<file path="src/rtl/fetch_unit_pkg.sv">
// Shared types and defaults for the 3BC fetch sequencer.
package fetch_unit_pkg;
    localparam int PC_W_DEF   = 10;
    localparam int LUT_IW_DEF = 3;
    localparam int CYC_W_DEF  = 16;

    // Encoding of the halt instruction that makes Ctrl raise Ack.
    localparam logic [8:0] kHALT = 9'h1FF;

    typedef enum logic [1:0] {
        IDLE = 2'd0,
        ARM  = 2'd1,
        RUN  = 2'd2,
        HALT = 2'd3
    } fetch_state_t;
endpackage

</file>
<file path="src/rtl/fetch_unit_if.sv">
// Fetch handshake bundle: Start/Done, Ctrl decode inputs and PC/status outputs.
interface fetch_unit_if
    import fetch_unit_pkg::*;
#(
    parameter int PC_W   = PC_W_DEF,
    parameter int LUT_IW = LUT_IW_DEF,
    parameter int CYC_W  = CYC_W_DEF
);
    logic              Start;
    logic [PC_W-1:0]   StartAddr;
    logic              Stall;
    logic              Ack;
    logic              BranchTkn;
    logic [LUT_IW-1:0] TargetIdx;
    logic [PC_W-1:0]   ProgCtr;
    logic              Running;
    logic              Done;
    logic [CYC_W-1:0]  CycleCt;

    modport master (
        output Start, StartAddr, Stall, Ack, BranchTkn, TargetIdx,
        input  ProgCtr, Running, Done, CycleCt
    );

    modport slave (
        input  Start, StartAddr, Stall, Ack, BranchTkn, TargetIdx,
        output ProgCtr, Running, Done, CycleCt
    );
endinterface

</file>
<file path="src/rtl/fetch_unit_jump_lut.sv">
// Combinational jump-target table; contents belong to the loaded program.
module jump_lut
    import fetch_unit_pkg::*;
#(
    parameter int PC_W   = PC_W_DEF,
    parameter int LUT_IW = LUT_IW_DEF
) (
    input  logic [LUT_IW-1:0] idx,
    output logic [PC_W-1:0]   target
);
    always_comb begin
        target = '0;
        case (int'(idx))
            0:       target = PC_W'('h100);
            1:       target = PC_W'('h180);
            2:       target = PC_W'('h200);
            3:       target = PC_W'('h120);
            default: target = '0;
        endcase
    end
endmodule

</file>
<file path="src/rtl/fetch_unit.sv">
// Program counter / fetch sequencer: state register, PC, RUN-cycle counter
// and the next-PC mux fed by the jump LUT.
module fetch_unit
    import fetch_unit_pkg::*;
#(
    parameter int PC_W   = PC_W_DEF,
    parameter int LUT_IW = LUT_IW_DEF,
    parameter int CYC_W  = CYC_W_DEF
) (
    input logic         Clk,
    input logic         Reset_n,
    fetch_unit_if.slave bus
);
    fetch_state_t     state;
    logic [PC_W-1:0]  pc;
    logic [PC_W-1:0]  target;
    logic [CYC_W-1:0] cycles;
    logic             done;

    jump_lut #(.PC_W(PC_W), .LUT_IW(LUT_IW)) u_lut (
        .idx    (bus.TargetIdx),
        .target (target)
    );

    always_ff @(posedge Clk or negedge Reset_n) begin
        if (!Reset_n) begin
            state  <= IDLE;
            pc     <= '0;
            cycles <= '0;
            done   <= 1'b0;
        end else begin
            case (state)
                IDLE: if (bus.Start) state <= ARM;
                ARM: begin
                    pc     <= bus.StartAddr;
                    cycles <= '0;
                    done   <= 1'b0;
                    if (!bus.Start) state <= RUN;
                end
                RUN: begin
                    // Every RUN edge counts, stalled or not; saturate rather than wrap.
                    if (cycles != '1) cycles <= cycles + CYC_W'(1);
                    if (bus.Start) begin
                        state <= ARM;
                    end else if (bus.Stall) begin
                        state <= RUN;
                    end else if (bus.Ack) begin
                        state <= HALT;
                        done  <= 1'b1;
                    end else if (bus.BranchTkn) begin
                        pc <= target;
                    end else begin
                        pc <= pc + PC_W'(1);
                    end
                end
                HALT: if (bus.Start) state <= ARM;
                default: state <= IDLE;
            endcase
        end
    end

    assign bus.ProgCtr = pc;
    assign bus.Running = (state == RUN);
    assign bus.Done    = done;
    assign bus.CycleCt = cycles;
endmodule

</file>
<file path="src/flat_wrapper.sv">
// flat-port wrapper written by rule: the top's interface ports become plain ports
module fetch_unit_flat import fetch_unit_pkg::*;
#(
    parameter int PC_W   = PC_W_DEF,
    parameter int LUT_IW = LUT_IW_DEF,
    parameter int CYC_W  = CYC_W_DEF
)
  (Clk, Reset_n, bus_Start, bus_StartAddr, bus_Stall, bus_Ack, bus_BranchTkn, bus_TargetIdx, bus_ProgCtr, bus_Running, bus_Done, bus_CycleCt);
  fetch_unit_if #(.PC_W(PC_W), .LUT_IW(LUT_IW), .CYC_W(CYC_W)) bus_i ();
  input logic Clk;
  input logic Reset_n;
  input wire logic [$bits(bus_i.Start)-1:0] bus_Start;
  input wire logic [$bits(bus_i.StartAddr)-1:0] bus_StartAddr;
  input wire logic [$bits(bus_i.Stall)-1:0] bus_Stall;
  input wire logic [$bits(bus_i.Ack)-1:0] bus_Ack;
  input wire logic [$bits(bus_i.BranchTkn)-1:0] bus_BranchTkn;
  input wire logic [$bits(bus_i.TargetIdx)-1:0] bus_TargetIdx;
  output wire logic [$bits(bus_i.ProgCtr)-1:0] bus_ProgCtr;
  output wire logic [$bits(bus_i.Running)-1:0] bus_Running;
  output wire logic [$bits(bus_i.Done)-1:0] bus_Done;
  output wire logic [$bits(bus_i.CycleCt)-1:0] bus_CycleCt;
  assign bus_i.Start = bus_Start;
  assign bus_i.StartAddr = bus_StartAddr;
  assign bus_i.Stall = bus_Stall;
  assign bus_i.Ack = bus_Ack;
  assign bus_i.BranchTkn = bus_BranchTkn;
  assign bus_i.TargetIdx = bus_TargetIdx;
  assign bus_ProgCtr = bus_i.ProgCtr;
  assign bus_Running = bus_i.Running;
  assign bus_Done = bus_i.Done;
  assign bus_CycleCt = bus_i.CycleCt;
  fetch_unit #(.PC_W(PC_W), .LUT_IW(LUT_IW), .CYC_W(CYC_W)) u_core (.Clk(Clk), .Reset_n(Reset_n), .bus(bus_i));
endmodule
</file>
<file path="config.mk">
export PLATFORM = sky130hd
export DESIGN_NAME = fetch_unit_flat
export DESIGN_NICKNAME = d
export VERILOG_FILES = /design/src/rtl/fetch_unit_pkg.sv /design/src/rtl/fetch_unit_if.sv /design/src/rtl/fetch_unit_jump_lut.sv /design/src/rtl/fetch_unit.sv /design/src/flat_wrapper.sv
export SDC_FILE = /design/constraint.sdc
export NUM_CORES = 1
export LEC_CHECK = 0
export ABC_AREA = 0
export CORE_AREA = 2 2 68 70
export CTS_BUF_LIST = sky130_fd_sc_hd__clkbuf_4
export CTS_CLUSTER_SIZE = 30
export DETAILED_ROUTE_END_ITERATION = 16
export DIE_AREA = 0 0 70 72
export HOLD_SLACK_MARGIN = 0.05
export PLACE_DENSITY = 0.73
export SYNTH_ARGS = -nofsm -noshare
export SYNTH_HDL_FRONTEND = slang
export SYNTH_SLANG_ARGS = --single-unit
</file>
<file path="constraint.sdc">
create_clock -name Clk -period 1.6 [get_ports Clk]
set_input_delay 0.32 -clock Clk [delete_from_list [all_inputs] [get_ports Clk]]
set_output_delay 0.32 -clock Clk [all_outputs]
set_load 0.02 [all_outputs]
</file>
==> key figures, run 1 <==
STA
  • Slew Limit Fails: 0
  • RSZ-0062 raised after global routing: yes
  • Worst Tran Pin Value: 0.476 ns
  • Final TNS setup: -0.141 ns
  • Post-route minimum period: 1.68 ns
  • Achievable clock frequency: 594 MHz
  • Final setup viols: 5
  • Slew HR: 68.0%
  • Final WS setup: -0.0824 ns
  • Final hold vios: 0
  • Worst Skew: 0.00879 ns
  • Worst hold slack: 0.371 ns
  • Period Utilization, post-route: 105%

Drt
  • Router iterations before antenna repair: 5
  • Residual DRC: 0
  • Vias per cell: 5.97
  • Routed WL: 6310 µm
  • Routed len/inst: 16.7 µm
  • Routed Antenna Nets: 0
  • First DRT Iteration DRCs: 190
  • Total number of vias: 2256

Global routing
  • Largest net degree at the start of global routing: 30
  • Vias in the first global route: 2090
  • Total GRT Usage: 23.3%
  • First-pass GRT wire length: 9580 µm
  • Overflow after GRT: 0
  • Initial antenna violation count: 0

Logic synthesis
  • YS warnings: 0
  • Post-synth net total: 250
  • Seq/Total Area, Yosys: 38.2%
  • Yosys top cell area share: 38.2%
  • Post-synth EDFFs: 0
  • FF+latch count, synth: 29
  • Syn Area/Cell: 8.40 µm²
  • Yosys cell types: 44
  • Main synth FF type: dfrtp_1
  • Synth area leader: dfrtp_1
  • Mapped cell area: 1900 µm²
  • Syn Inst Count: 226
  • Asr flop ratio synth: 100%
  • Top cells by area, synth: dfrtp_1 (38%), a21oi_1 (4.5%), nor2_1 (4.3%), o21ai_0 (4.2%), nand2_1 (3.6%)

Clocking
  • CTS tree: done
  • CTS Hold Bufs: 0
  • CTS Buffer Depth: 2
  • Clk slew on worst S/H paths: 0.10 ns
  • Worst skew pair latency: 0.33 ns
  • CTS Buf Count: 5
  • Root Buffer: clkbuf_4
  • CTS H-Tree Depth: 2
  • CTS sink cnt: 29

Run
  • Maxcap violations: 0

Worst setup path
  • CP Max Fanout: 8
  • CP Launch Type: register
  • Critical path class: register to register
  • Endpoint type of the worst setup path: register
  • Critical Path AT: 1.94 ns
  • Req. time, crit path: 1.86 ns

Final layout
  • Ratio of cells with drive above 1 in the final layout: 34.4%
  • Sequential cell area: 733 µm²
  • Final Util: 72.0%
  • Fillcell total: 322
  • Area of the multi-input gates: 1310 µm²
  • Area Growth Syn to Fin: 61.7%
  • Antenna Diode Count: 0
  • Cell area after layout: 3070 µm²
  • Final nets: 349

Pwr
  • Worst vdd ir: 787 µV
  • Leak Pwr: 1.38 nW
  • Total power: 4.57 mW
  • Power Dens Cells: 1490 nW/µm²

Floorplanning
  • FP Rows: 24
  • Die W: 70 µm
  • I/O pins: 47
  • Full die area: 5040 µm²
  • Initial Util: 44.5%
  • Total core area: 4260 µm²
  • Die Span Y: 72 µm

Worst hold path
  • Hold Crit Class: primary input to async pin

Placement
  • Port Buffers: 46
  • Detailed placer's ending HPWL: 4210 µm
  • GPL Wtd Cong: 0.975
  • DP Area: 2740 µm²

Outcome
  • Status: finished, violations left
  • Failing checks: negative setup slack
[area by class of cell]
cell class	instances	area share, %
clock buffer	5	1.22
clock inverter	3	0.407
inverter	13	1.71
multi-input combinational	175	42.6
sequential	29	23.9
tap	52	2.12
timing repair buffer	101	28.1
[repair_timing]
action	CTS	global route
pin swaps	3	13
setup buffers	5	5
endpoints found under the setup margin	38	28
cloned	0	0
resized for setup	50	54
[worst paths after layout]
kind | from | endpoint | slack, ns | depth (start not counted)
worst min register to register | u_core.bus.ProgCtr[9] | u_core.bus.ProgCtr[9] | 0.54 | 1
worst min-delay path | Reset_n | u_core.bus.CycleCt[3] | 0.37 | 2
worst max-delay path | u_core.state[0] | u_core.bus.CycleCt[13] | -0.08 | 7
max in group asynchronous | Reset_n | u_core.bus.CycleCt[0] | 0.93 | 2
min in group Clk | u_core.bus.ProgCtr[9] | u_core.bus.ProgCtr[9] | 0.54 | 1
worst max register to register | u_core.state[0] | u_core.bus.CycleCt[13] | -0.08 | 7
[power breakdown]
group          switching (mW)  internal [mW]  leakage (nW)
logic                    1.49           1.36         0.980
registers               0.332          0.947         0.368
clock network           0.273          0.159        0.0300
total                    2.10           2.47          1.38
[Yosys cell counts, drive strengths merged, types with 4 or more instances]
library cell and number:
a21oi 17, nand3 13, ha 5, a31oi 7
and3 6, nor2 22, nand4 8, dfrtp 29
nor4 6, nand2 18, mux2i 4, nor3 8
o21ai 16, a211oi 5, o311ai 6, inv 13
or3 5, buf 7
[metal layers]
metal / wire [µm] / vias up / GRT usage [%]
li1: - / 1061 / -
met1: 2440 / 1052 / 29.8
met2: 3110 / 119 / 40.2
met3: 560 / 24 / 4.44
met4: 201 / 0 / 7.48
met5: 0 / - / 0
[critical path: stages, from the launching register on]
cell     delay (ns)
dfrtp_1        0.41
inv_2          0.08
ha_4           0.18
buf_4          0.13
nand3_1        0.07
or2_1          0.24
or4_1          0.40
o21ai_1        0.10
[kinds of logic after synthesis]
family	count (synthesis)	share of synthesized area (%)
fa+ha+maj	5	3.29
simple gates	100	29.3
mux	5	2.70
compound gates	65	21.7
buf+inv	22	4.74
flops	29	38.2
[state kept, by name, summed over array words and instances (netlist names)]
register            count
u_core.bus.CycleCt     16
u_core.bus.Done         1
u_core.bus.ProgCtr     10
u_core.state            2
[placed cells by master, fill, tap and decap left out, types with 3 or more instances in the layout]
cell and count:
dfrtp_1 23, nor3_2 3, a31oi_1 7, a21o_1 3, mux2i_1 4, o21ai_0 5, clkbuf_4 5, nor3_1 4
nor2_1 20, nand3_1 11, dfrtp_2 6, inv_1 10, nor4_1 3, nand2_1 17, or3_1 5, clkdlybuf4s50_1 18
buf_6 7, a21oi_2 3, dlygate4sd2_1 26, a21oi_1 14, buf_4 48, o21ai_2 5, a211oi_2 3, o311ai_1 3
o21ai_1 5, and3_1 3, nand4_1 8
[stage by stage]
| stage | std cells | setup slack [ns] |
|---|---|---|
| after detailed placement | 360 | -0.312 |
| after CTS | 373 | -0.0371 |
| final | 378 | -0.0824 |
| after floorplan | 226 | -0.0192 |
| after global placement | 360 | -0.185 |
| after global routing | 378 | -0.110 |
Power figures use the tool's default switching activity.
==> inputs of run 2 (changes only) <==
- ABC_AREA: 0 -> not set
- clock period: 1.6 -> 1.4 ns (I/O delays scaled with it)
==> key figures, run 2 (synthesized netlist as in run 1, its figures left out) <==
Outcome
  • Status: finished, violations left
  • Failing checks: negative setup slack

Worst setup path
  • Worst path most repeated cell: buf_4
  • Critical Path AT: 1.93 ns
  • Reg2Reg Depth: 6
  • WP buf/inv: 2
  • Endpoint type of the worst setup path: register
  • Critical path class: register to register
  • CP Cell Sequence: buf_4, ha_4, nor2b_4, buf_4, or4_4, o21ai_2
  • CP Launch Type: register
  • R2r startpoint: u_core.state[0]
  • CP top delay family: simple AND/OR/NAND/NOR gates
  • Req. time, crit path: 1.68 ns
  • R2R Setup Slk: -0.25 ns
  • Slowest stage cell, crit path: or4_4
  • CP Max Fanout: 4
  • RR Endpoint: u_core.bus.CycleCt[13]
  • Worst path max stage delay: 0.51 ns

Placement
  • Total placed cells including tap cells: 380
  • Detailed placer's ending HPWL: 4550 µm
  • Port Buffers: 46
  • Post-Place Worst Slack: -0.418 ns
  • DP Area: 3010 µm²
  • GPL Wtd Cong: 0.875

Clocking
  • Worst skew pair latency: 0.37 ns
  • CTS tree: done
  • Clk slew on worst S/H paths: 0.11 ns
  • Root Buffer: clkbuf_4
  • CTS H-Tree Depth: 2
  • CTS sink cnt: 29
  • CTS Buf Count: 5
  • CTS Buffer Depth: 2

Global routing
  • Largest net degree at the start of global routing: 30
  • Overflow after GRT: 0
  • Vias in the first global route: 2360
  • Initial antenna violation count: 0
  • First-pass GRT wire length: 11300 µm
  • Total GRT Usage: 28.4%

Final layout
  • Cell area after layout: 3600 µm²
  • Area Growth Syn to Fin: 89.5%
  • Ratio of cells with drive above 1 in the final layout: 56.9%
  • Sequential cell area: 742 µm²
  • Commonest non-fill, non-tap cell in the layout: buf_4
  • Final nets: 383
  • Antenna Diode Count: 0
  • Post-Layout Cell Count: 412
  • Fillcell total: 246
  • Area of the multi-input gates: 1510 µm²
  • Commonest non-fill, non-tap cells in the layout: buf_4 (69), nor2_1 (18), clkdlybuf4s50_1 (18)
  • Final Util: 84.4%
  • Max reg flops: 16

Pwr
  • Leak Pwr: 1.56 nW
  • Total power: 6.17 mW
  • Power Dens Cells: 1710 nW/µm²
  • Worst vdd ir: 973 µV

STA
  • Final WS setup: -0.245 ns
  • Post-route minimum period: 1.65 ns
  • RSZ-0062 raised after global routing: yes
  • Final TNS setup: -5.26 ns
  • Achievable clock frequency: 608 MHz
  • Slew HR: 73.3%
  • Slew Limit Fails: 0
  • Period Utilization, post-route: 118%
  • Final setup viols: 31
  • Worst Skew: 0.0171 ns
  • Worst hold slack: 0.268 ns
  • Final hold vios: 0
  • Worst Tran Pin Value: 0.398 ns

Floorplanning
  • Die Span Y: 72 µm
  • Full die area: 5040 µm²
  • I/O pins: 47
  • FP Rows: 24
  • Total core area: 4260 µm²
  • Initial Util: 44.5%
  • Die W: 70 µm

Drt
  • Routed WL: 8130 µm
  • Vias per cell: 6.07
  • Residual DRC: 0
  • Router iterations before antenna repair: 4
  • Routed Antenna Nets: 0
  • First DRT Iteration DRCs: 218
  • Routed len/inst: 19.7 µm
  • Total number of vias: 2502

Run
  • Maxcap violations: 0

Worst hold path
  • Hold Crit Class: primary input to async pin
==> run 2: cell count changes in the layout (fill, tap and decap cells not counted), sizes merged <==
cell / previous run / this run
buf: 56 / 97
clkbuf: 5 / 18
clkdlybuf4s15: 1 / 6
clkinv: 3 / 4
dlygate4sd2: 26 / 0
==> run 2: what timing repair did <==
action,CTS,global route
hold buffers,0,0
buffers inserted,13,11
gates cloned,0,1
endpoints found under the setup margin,56,48
pin swaps,25,11
resized for setup,124,74
==> run 2: worst register-to-register path: stages (launching register included) <==
cell	delay, ns
dfrtp_1	0.41
buf_4	0.15
ha_4	0.15
nor2b_4	0.14
buf_4	0.14
or4_4	0.51
o21ai_2	0.07
==> run 2: layout make-up <==
| class | count | share of cell area [%] |
|---|---|---|
| inverters | 13 | 1.81 |
| repair inverters | 1 | 0.243 |
| flip-flops and latches | 29 | 20.6 |
| multi-input cells | 175 | 41.9 |
| clock buffers | 5 | 1.04 |
| clock inverters | 3 | 0.348 |
| well taps | 52 | 1.81 |
| repair buffers | 134 | 32.2 |
==> run 2: where the power goes <==
| part | internal (mW) | switching, mW |
|---|---|---|
| combinational | 2.12 | 2.14 |
| clock | 0.181 | 0.346 |
| sequential | 1.08 | 0.300 |
| total | 3.38 | 2.78 |
==> run 2: how the worst max path moves through the flow <==
stage                               start                      to  slack [ns]  depth (start not counted)
final                     u_core.state[0]  u_core.bus.CycleCt[13]       -0.25                          6
after global routing      u_core.state[0]   u_core.bus.ProgCtr[2]       -0.32                          6
after CTS                 u_core.state[0]             bus_Running       -0.21                          3
after detailed placement        bus_Start   u_core.bus.ProgCtr[3]       -0.42                          5
after global placement          bus_Start   u_core.bus.ProgCtr[2]       -0.35                          5
after floorplan           u_core.state[1]   u_core.bus.ProgCtr[8]       -0.18                          8
==> run 2: per-layer routing <==
layer / track usage (%) / vias up / share of wire, % / wire length (µm)
met5: 0 / - / 0 / 0
met4: 12.6 / 0 / 4.5 / 369
met3: 5.28 / 36 / 6.0 / 490
met2: 50.5 / 131 / 51 / 4160
met1: 33.6 / 1202 / 38 / 3120
li1: - / 1133 / - / -
